===== config.mk =====
export PLATFORM = sky130hd
export DESIGN_NAME = wishbone_manager
export DESIGN_NICKNAME = d
export VERILOG_FILES = /design/src/rtl/mem_if_pkg.sv /design/src/rtl/wb_timeout_counter.sv /design/src/rtl/wishbone_manager.sv
export SDC_FILE = /design/constraint.sdc
export NUM_CORES = 1
export LEC_CHECK = 0
export CORE_ASPECT_RATIO = 0.75
export CORE_MARGIN = 3
export CORE_UTILIZATION = 38
export DETAILED_ROUTE_END_ITERATION = 7
export PLACE_DENSITY_LB_ADDON = 0.25
export SLEW_MARGIN = 20
export SYNTH_ARGS = -nofsm -noshare
export SYNTH_HDL_FRONTEND = slang
export SYNTH_SLANG_ARGS = --single-unit
export TNS_END_PERCENT = 50

===== constraint.sdc =====
create_clock -name clk -period 1.6 [get_ports clk]
set_input_delay 0.16 -clock clk [delete_from_list [all_inputs] [get_ports clk]]
set_output_delay 0.16 -clock clk [all_outputs]
set_load 0.01 [all_outputs]

===== src/rtl/mem_if_pkg.sv =====
// Shared types and defaults for the request-handler to Wishbone memory interface.
package mem_if_pkg;
    typedef enum logic {
        IDLE = 1'b0,
        BUS  = 1'b1
    } mem_state_t;

    localparam logic [31:0] ERR_DATA_DEFAULT = 32'hBAD0_BAD0;
    localparam int          TIMEOUT_DEFAULT  = 255;
endpackage


===== src/rtl/wb_timeout_counter.sv =====
// 8-bit saturating cycle counter; hit flags that the bus has waited TIMEOUT cycles.
module wb_timeout_counter #(
    parameter int TIMEOUT = 255
) (
    input  logic       clk,
    input  logic       nRst,
    input  logic       clr,
    input  logic       en,
    output logic [7:0] cnt,
    output logic       hit
);
    localparam logic [7:0] LIMIT = 8'(TIMEOUT);

    logic [7:0] cnt_q, cnt_d;

    always_comb begin
        cnt_d = cnt_q;
        if (clr) begin
            cnt_d = 8'd0;
        end else if (en && cnt_q != 8'hFF) begin
            cnt_d = cnt_q + 8'd1;
        end
    end

    always_ff @(posedge clk) begin
        if (nRst) begin
            cnt_q <= 8'd0;
        end else begin
            cnt_q <= cnt_d;
        end
    end

    assign cnt = cnt_q;
    assign hit = (cnt_q == LIMIT);
endmodule


===== src/rtl/wishbone_manager.sv =====
// Turns a single-word mem_read/mem_write request into one classic Wishbone cycle,
// returning read data, bus errors and timeouts to the request handler.
module wishbone_manager
    import mem_if_pkg::*;
#(
    parameter int                ADDR_W   = 32,
    parameter int                DATA_W   = 32,
    parameter int                TIMEOUT  = TIMEOUT_DEFAULT,
    parameter logic [DATA_W-1:0] ERR_DATA = DATA_W'(ERR_DATA_DEFAULT)
) (
    input  logic                  clk,
    input  logic                  nRst,
    input  logic                  mem_read,
    input  logic                  mem_write,
    input  logic [ADDR_W-1:0]     adr_to_mem,
    input  logic [DATA_W-1:0]     data_to_mem,
    input  logic [DATA_W/8-1:0]   sel_to_mem,
    output logic [DATA_W-1:0]     data_from_mem,
    output logic                  mem_busy,
    output logic                  mem_err,
    output logic                  wb_cyc_o,
    output logic                  wb_stb_o,
    output logic                  wb_we_o,
    output logic [ADDR_W-1:0]     wb_adr_o,
    output logic [DATA_W-1:0]     wb_dat_o,
    output logic [DATA_W/8-1:0]   wb_sel_o,
    input  logic [DATA_W-1:0]     wb_dat_i,
    input  logic                  wb_ack_i,
    input  logic                  wb_err_i
);
    localparam int SEL_W = DATA_W / 8;

    mem_state_t        state_q, state_d;
    logic              we_q, we_d;
    logic [ADDR_W-1:0] adr_q, adr_d;
    logic [DATA_W-1:0] dat_q, dat_d;
    logic [SEL_W-1:0]  sel_q, sel_d;
    logic [DATA_W-1:0] rdata_q, rdata_d;
    logic              err_q, err_d;

    logic       in_bus;
    logic [7:0] tmo_cnt;
    logic       tmo_hit;

    assign in_bus = (state_q == BUS);

    // Cleared throughout IDLE so every transaction starts counting from zero.
    wb_timeout_counter #(
        .TIMEOUT(TIMEOUT)
    ) u_tmo (
        .clk (clk),
        .nRst(nRst),
        .clr (!in_bus),
        .en  (in_bus),
        .cnt (tmo_cnt),
        .hit (tmo_hit)
    );

    always_comb begin
        state_d = state_q;
        we_d    = we_q;
        adr_d   = adr_q;
        dat_d   = dat_q;
        sel_d   = sel_q;
        rdata_d = rdata_q;
        err_d   = 1'b0;
        case (state_q)
            IDLE: begin
                if (mem_write || mem_read) begin
                    we_d    = mem_write;
                    adr_d   = adr_to_mem;
                    dat_d   = data_to_mem;
                    sel_d   = sel_to_mem;
                    state_d = BUS;
                end
            end
            BUS: begin
                if (wb_ack_i) begin
                    if (!we_q) rdata_d = wb_dat_i;
                    state_d = IDLE;
                end else if (wb_err_i || tmo_hit) begin
                    if (!we_q) rdata_d = ERR_DATA;
                    err_d   = 1'b1;
                    state_d = IDLE;
                end
            end
            default: state_d = IDLE;
        endcase
    end

    always_ff @(posedge clk) begin
        if (nRst) begin
            state_q <= IDLE;
            we_q    <= 1'b0;
            adr_q   <= '0;
            dat_q   <= '0;
            sel_q   <= '0;
            rdata_q <= '0;
            err_q   <= 1'b0;
        end else begin
            state_q <= state_d;
            we_q    <= we_d;
            adr_q   <= adr_d;
            dat_q   <= dat_d;
            sel_q   <= sel_d;
            rdata_q <= rdata_d;
            err_q   <= err_d;
        end
    end

    // Bus outputs are gated by state so they read as zero whenever IDLE.
    assign wb_cyc_o = in_bus;
    assign wb_stb_o = in_bus;
    assign wb_we_o  = in_bus & we_q;
    assign wb_adr_o = in_bus ? adr_q : '0;
    assign wb_dat_o = in_bus ? dat_q : '0;
    assign wb_sel_o = in_bus ? sel_q : '0;

    assign data_from_mem = rdata_q;
    assign mem_err       = err_q;
    assign mem_busy      = in_bus | (mem_read | mem_write);

    logic unused_cnt;
    assign unused_cnt = ^tmo_cnt;
endmodule

After elaboration in Yosys (flattened, before gate mapping)
Index checks and enable logic that the tools add are counted.
Storage, ports and cells
  word-level logic and storage cells: 36
  register bits after elaboration: 111
  input port bits: 106
Cells by class
  reduce and logical (&&, ||, !) cells: 8
  $add $sub $neg: 1
  equal/unequal tests: 2
  bitwise gates (word level): 5
  multiplexer cells: 12
Operators by type and width (count)
  $mux 32: 6
  $add 8x1->8 const B: 1
  $eq 8x8->1 const B: 1
  $ne 8x8->1 const B: 1
  $mux 1: 4
  $mux 4: 1
  $reduce_and 3->1: 1
  $reduce_or 3->1: 1
  $logic_or 1x1->1: 2
  $not 1->1: 2
  $or 1x1->1: 2
  $pmux 1 s2: 1
  $reduce_and 2->1: 1
  $reduce_bool 2->1: 1
  $reduce_or 2->1: 1
  $and 1x1->1: 1
  $logic_and 1x1->1: 1

Logic depth before layout (Yosys ltp)
  depth after elaboration: 5
  depth in mapped cells: 6
  mapped depth without buffers: 4

Hierarchy
Synthesis repeated with hierarchy kept, for this count alone.
Second synthesis, totals
  cells, all modules: 508
  area total of the unflattened synthesis: 4395.5 µm²
By module, submodules not included
  wishbone_manager: cells each 463, instances 1, area an instance 3970.1 µm²
  wb_timeout_counter: cells each 45, instances 1, area an instance 425.4 µm²

Worst setup path after synthesis
Ideal clock, no wire load.
  kind: register -> register
  from: reg u_tmo.cnt_q[0] (netlist: u_tmo.cnt[0])
  to: reg u_tmo.cnt_q[5] (netlist: u_tmo.cnt[5])
  setup slack: 141 ps
  stages on the path, launching flop included: 6
  library setup time: 72 ps
  data arrival time: 1388 ps
  cells stage by stage: dfxtp_1 ha_1 and4_1 buf_2 a211oi_1 mux2i_1
Between the ends
  word-level cells in the longest chain between the ends: 2
RTL lines
  start, declared: RTL line wb_timeout_counter.sv:14  | logic [7:0] cnt_q, cnt_d;
  start signal, assigned: RTL line wb_timeout_counter.sv:29  | cnt_q <= cnt_d;
  parallel branches: the longest is 2 deep, another holds $add 8x1->8
Parallel ways; which one is timed is not known.
A chain may end at the register's enable or synchronous reset.

Final worst setup path
  from: reg state_q (netlist: wb_cyc_o)
  to: reg rdata_q[31] (netlist: data_from_mem[31])
Between the ends
  word-level cells in the longest chain between the ends: 1
RTL lines
  start, declared: RTL line wishbone_manager.sv:33  | mem_state_t state_q, state_d;
  start signal, assigned: RTL line wishbone_manager.sv:101  | state_q <= state_d;
  $reduce_and 3->1 (no source line)
  end signal, assigned: RTL line wishbone_manager.sv:106  | rdata_q <= rdata_d;
  end, declared: RTL line wishbone_manager.sv:38  | logic [DATA_W-1:0] rdata_q, rdata_d;
Every way passes these cells.

==> impl_table.tex <==
\begin{tabular}{lr}
\hline
Metric & Value \\
\hline
\multicolumn{2}{l}{\textbf{Cells and area}} \\
Fillcell total & 1045 \\
Area of the multi-input gates & 0.00221 sq mm \\
Cell area after layout & 0.00744 sq mm \\
Area growth syn-to-layout & 56.2\% \\
FF+latch area & 0.00223 sq mm \\
Post-layout net count & 893 \\
N\_diodes & 0 \\
Final Non-Filler Cells & 953 \\
Share of layout cells above drive strength 1 & 0.0721 \\
Layout Utilization & 0.625 \\
\multicolumn{2}{l}{\textbf{GRT}} \\
GRT overflow & 0 \\
Number of global-route vias before repair & 4668 \\
Number of antenna violations at the first check in global routing & 0 \\
Pin count of the biggest net entering global routing & 49 \\
Total routing usage reported by global routing & 0.204 \\
Wire length of the first global-routing pass & 23100 um \\
\multicolumn{2}{l}{\textbf{Synth}} \\
Number of enable flip-flop cells after synthesis & 0 \\
Netlist cell types & 36 \\
Sequential fraction of the synthesis area & 0.467 \\
Flip-flop and latch count after synthesis & 111 \\
Avg Inst Size Synth & 8.03 sq um \\
Leading register cell type out of synthesis & sky130\_fd\_sc\_hd\_\_dfxtp\_1 \\
Async S/R FF share, synth & 0 \\
Synthesized cell area & 0.00476 sq mm \\
Syn. warnings & 0 \\
Cell count after synthesis & 593 \\
Post-Syn Nets & 700 \\
\multicolumn{2}{l}{\textbf{Placement}} \\
DP HPWL & 10100 um \\
Global placer's final weighted congestion & 0.808 \\
Post-placement cell area & 0.00705 sq mm \\
Count of buffers inserted at the top-level ports & 210 \\
Post-placement cell count & 932 \\
Worst setup slack after placement & -113 ps \\
\multicolumn{2}{l}{\textbf{Setup path}} \\
Worst setup path start & wb\_cyc\_o \\
CP Max Fanout & 24 \\
Required time worst endpoint & 1880 ps \\
Capturing element type of the critical path & flop \\
Depth of the most critical reg-to-reg path & 6 \\
Peak per-stage delay on the critical path & 370 ps \\
Start-to-end type of the worst setup path & reg2reg \\
Crit path to & data\_from\_mem[31] \\
Arrival time at the worst endpoint & 1880 ps \\
Critical Path Slowest Stage Cell & sky130\_fd\_sc\_hd\_\_dfxtp\_4 \\
Setup slack of the most critical reg-to-reg path & -2 ps \\
Reg2reg end & data\_from\_mem[31] \\
Sort of element at the start of the critical path & flop \\
Critical Path, Cell by Cell & buf\_12, buf\_16, and3b\_2, clkbuf\_16, a221oi\_1, o21a\_1 \\
Reg2reg start & wb\_cyc\_o \\
\multicolumn{2}{l}{\textbf{STA}} \\
Final Max Slew Viols & 0 \\
Hold Slack & 304 ps \\
Worst relative slew slack & 0.541 \\
Final count of hold timing violations & 0 \\
Timing-limited maximum frequency & 624 MHz \\
Min Clock Period, post-route & 1600 ps \\
Worst-Margin Slew & 686 ps \\
Layout Skew & 6.26 ps \\
Part of the cycle the worst path needs & 1.00 \\
Worst setup margin & -1.84 ps \\
Setup-failing EPs final & 1 \\
Setup repair after global routing missed its margin & yes \\
\multicolumn{2}{l}{\textbf{Route}} \\
Routed Wire Length & 14400 um \\
Mean routed wirelength per cell & 15.2 um \\
Number of DRC violations after detailed-routing iteration 0 & 201 \\
Number of vias per cell & 4.90 \\
Detailed-route via count & 4667 \\
Antenna-violating nets left & 0 \\
Count of unresolved DRC violations after routing & 0 \\
First-pass iteration count of the detailed router & 4 \\
\multicolumn{2}{l}{\textbf{Clock tree}} \\
Clock tree from TritonCTS & yes \\
CTS hold repair buffers & 0 \\
Maximum buffer depth of the clock tree & 2 \\
TritonCTS Sinks & 111 \\
Root buffer cell & sky130\_fd\_sc\_hd\_\_clkbuf\_16 \\
Clock slew at the register clock pins of the worst setup and hold paths & 70 ps \\
Worst-Skew Late Latency & 330 ps \\
CTS buffer count & 9 \\
Maximum level of the CTS H-tree & 3 \\
\multicolumn{2}{l}{\textbf{Floorplan}} \\
Top-level I/O count & 211 \\
Die extent in x & 135 um \\
Core area & 0.0119 sq mm \\
Full die area & 0.0139 sq mm \\
Height of the die & 103 um \\
Initial Utilization & 0.400 \\
Number of placement rows & 34 \\
\multicolumn{2}{l}{\textbf{Job}} \\
Max-cap violation count & 0 \\
\multicolumn{2}{l}{\textbf{Power and ir drop}} \\
Power per unit of standard cell area & 897 mW/mm\^{}2 \\
Peak ir drop on the vdd network & 0.000497 V \\
Leakage Power & 3.04 nW \\
\multicolumn{2}{l}{\textbf{Worst hold path}} \\
Type of the tightest min-delay check & in2reg \\
\multicolumn{2}{l}{\textbf{Run status}} \\
Violations in the final reports & setup timing \\
Outcome & finished, violations left \\
\hline
\end{tabular}
## cell type report
| class | count | area share |
|---|---|---|
| Inverter | 33 | 0.0166 |
| Timing Repair Buffer | 232 | 0.318 |
| Sequential cell | 111 | 0.299 |
| Clock inverter | 3 | 0.00538 |
| Clock buffer | 13 | 0.0363 |
| Tap cell | 162 | 0.0272 |
| Multi-Input combinational cell | 399 | 0.297 |
## sequential cells by signal, indices dropped and copies added (netlist names)
| name | flops |
|---|---|
| adr_q | 32 |
| dat_q | 32 |
| data_from_mem | 32 |
| mem_err | 1 |
| sel_q | 4 |
| u_tmo.cnt | 8 |
| wb_cyc_o | 1 |
| we_q | 1 |
## what timing repair did
item                       CTS  global route
setup buffers                3             0
gates cloned                 1             1
pin swaps                    2             1
setup endpoints to repair   86            40
gates resized for setup    101            21
## per-stage QoR
step | setup TNS, ps | power [mW]
CTS | 0 | 6.75
global route | -453 | 6.99
detailed placement | -1170 | 4.43
finish | -1.84 | 6.68
floorplan | 0 | 3.72
global placement | 0 | 4.39
## synthesized netlist by cell type, types with 3 or more instances
| cell | count | share of area |
|---|---|---|
| sky130_fd_sc_hd__a311oi_1 | 16 | 0.029 |
| sky130_fd_sc_hd__buf_6 | 4 | 0.0095 |
| sky130_fd_sc_hd__a211oi_1 | 4 | 0.0063 |
| sky130_fd_sc_hd__nand2b_1 | 3 | 0.0039 |
| sky130_fd_sc_hd__a221oi_1 | 12 | 0.022 |
| sky130_fd_sc_hd__nor3_1 | 5 | 0.0053 |
| sky130_fd_sc_hd__inv_1 | 33 | 0.026 |
| sky130_fd_sc_hd__clkbuf_1 | 27 | 0.021 |
| sky130_fd_sc_hd__o21a_1 | 16 | 0.025 |
| sky130_fd_sc_hd__a221oi_2 | 4 | 0.013 |
| sky130_fd_sc_hd__nand2_1 | 156 | 0.12 |
| sky130_fd_sc_hd__dfxtp_1 | 111 | 0.47 |
| sky130_fd_sc_hd__and2_1 | 69 | 0.091 |
| sky130_fd_sc_hd__buf_2 | 15 | 0.016 |
| sky130_fd_sc_hd__a21oi_1 | 88 | 0.092 |
| sky130_fd_sc_hd__buf_4 | 4 | 0.0063 |
## worst max-delay path: cells and delay by family (launching register included)
family                 cells  cell delay [ps]
and+or+nand+nor            1              250
buffers and inverters      3              490
AOI/OAI and AO/OA          2              430
DFF                        1              370
## routing by layer
metal / wire length [um] / up-vias / global-route usage
met1: 5930 / 2157 / 0.239
met4: 212 / 0 / 0.0565
met5: 0 / - / 0
met3: 1040 / 16 / 0.0644
met2: 7250 / 142 / 0.365
li1: - / 2352 / -
## cells by family (layout without fill, tap and decap cells)
| kind of cell | Yosys count | count (layout) | share of synthesized area |
|---|---|---|---|
| multiplexers | 2 | 2 | 0.00420 |
| AO/OA/AOI/OAI | 150 | 150 | 0.204 |
| adder cells (fa/ha/maj) | 1 | 1 | 0.00263 |
| AND/OR/NAND/NOR | 246 | 246 | 0.244 |
| buffers and inverters | 83 | 281 | 0.0788 |
| flip-flops | 111 | 111 | 0.467 |
## power breakdown
| group | switching, mW | internal [mW] | leakage (nW) | total (mW) |
|---|---|---|---|---|
| combinational | 0.618 | 0.707 | 1.97 | 1.33 |
| clock | 0.963 | 1.34 | 0.156 | 2.30 |
| sequential | 0.100 | 2.95 | 0.912 | 3.05 |
## placed cells by master (no fill, tap or decap), types with 5 or more instances in the layout
cell                              count
sky130_fd_sc_hd__a221oi_2             5
sky130_fd_sc_hd__nand2_1            156
sky130_fd_sc_hd__a21oi_1             88
sky130_fd_sc_hd__a311oi_1            14
sky130_fd_sc_hd__clkdlybuf4s50_1    137
sky130_fd_sc_hd__a221oi_1            11
sky130_fd_sc_hd__dfxtp_1            110
sky130_fd_sc_hd__o21a_1              16
sky130_fd_sc_hd__inv_1               33
sky130_fd_sc_hd__clkbuf_16           10
sky130_fd_sc_hd__clkdlybuf4s15_1     36
sky130_fd_sc_hd__nor3_1               5
sky130_fd_sc_hd__buf_12               9
sky130_fd_sc_hd__buf_4               12
sky130_fd_sc_hd__dlygate4sd2_1       32
sky130_fd_sc_hd__and2_1              69
## how the worst min path moves through the flow
stage               from   endpoint  depth (start not counted)
2_1_floorplan   wb_ack_i    mem_err                          1
3_3_place_gp   dat_q[23]  dat_q[23]                          2
3_5_place_dp    dat_q[2]   dat_q[2]                          2
4_1_cts             nRst  dat_q[29]                          2
5_1_grt             nRst  dat_q[29]                          2
6_report            nRst  dat_q[29]                          2
(Power assumes the default switching activity.)
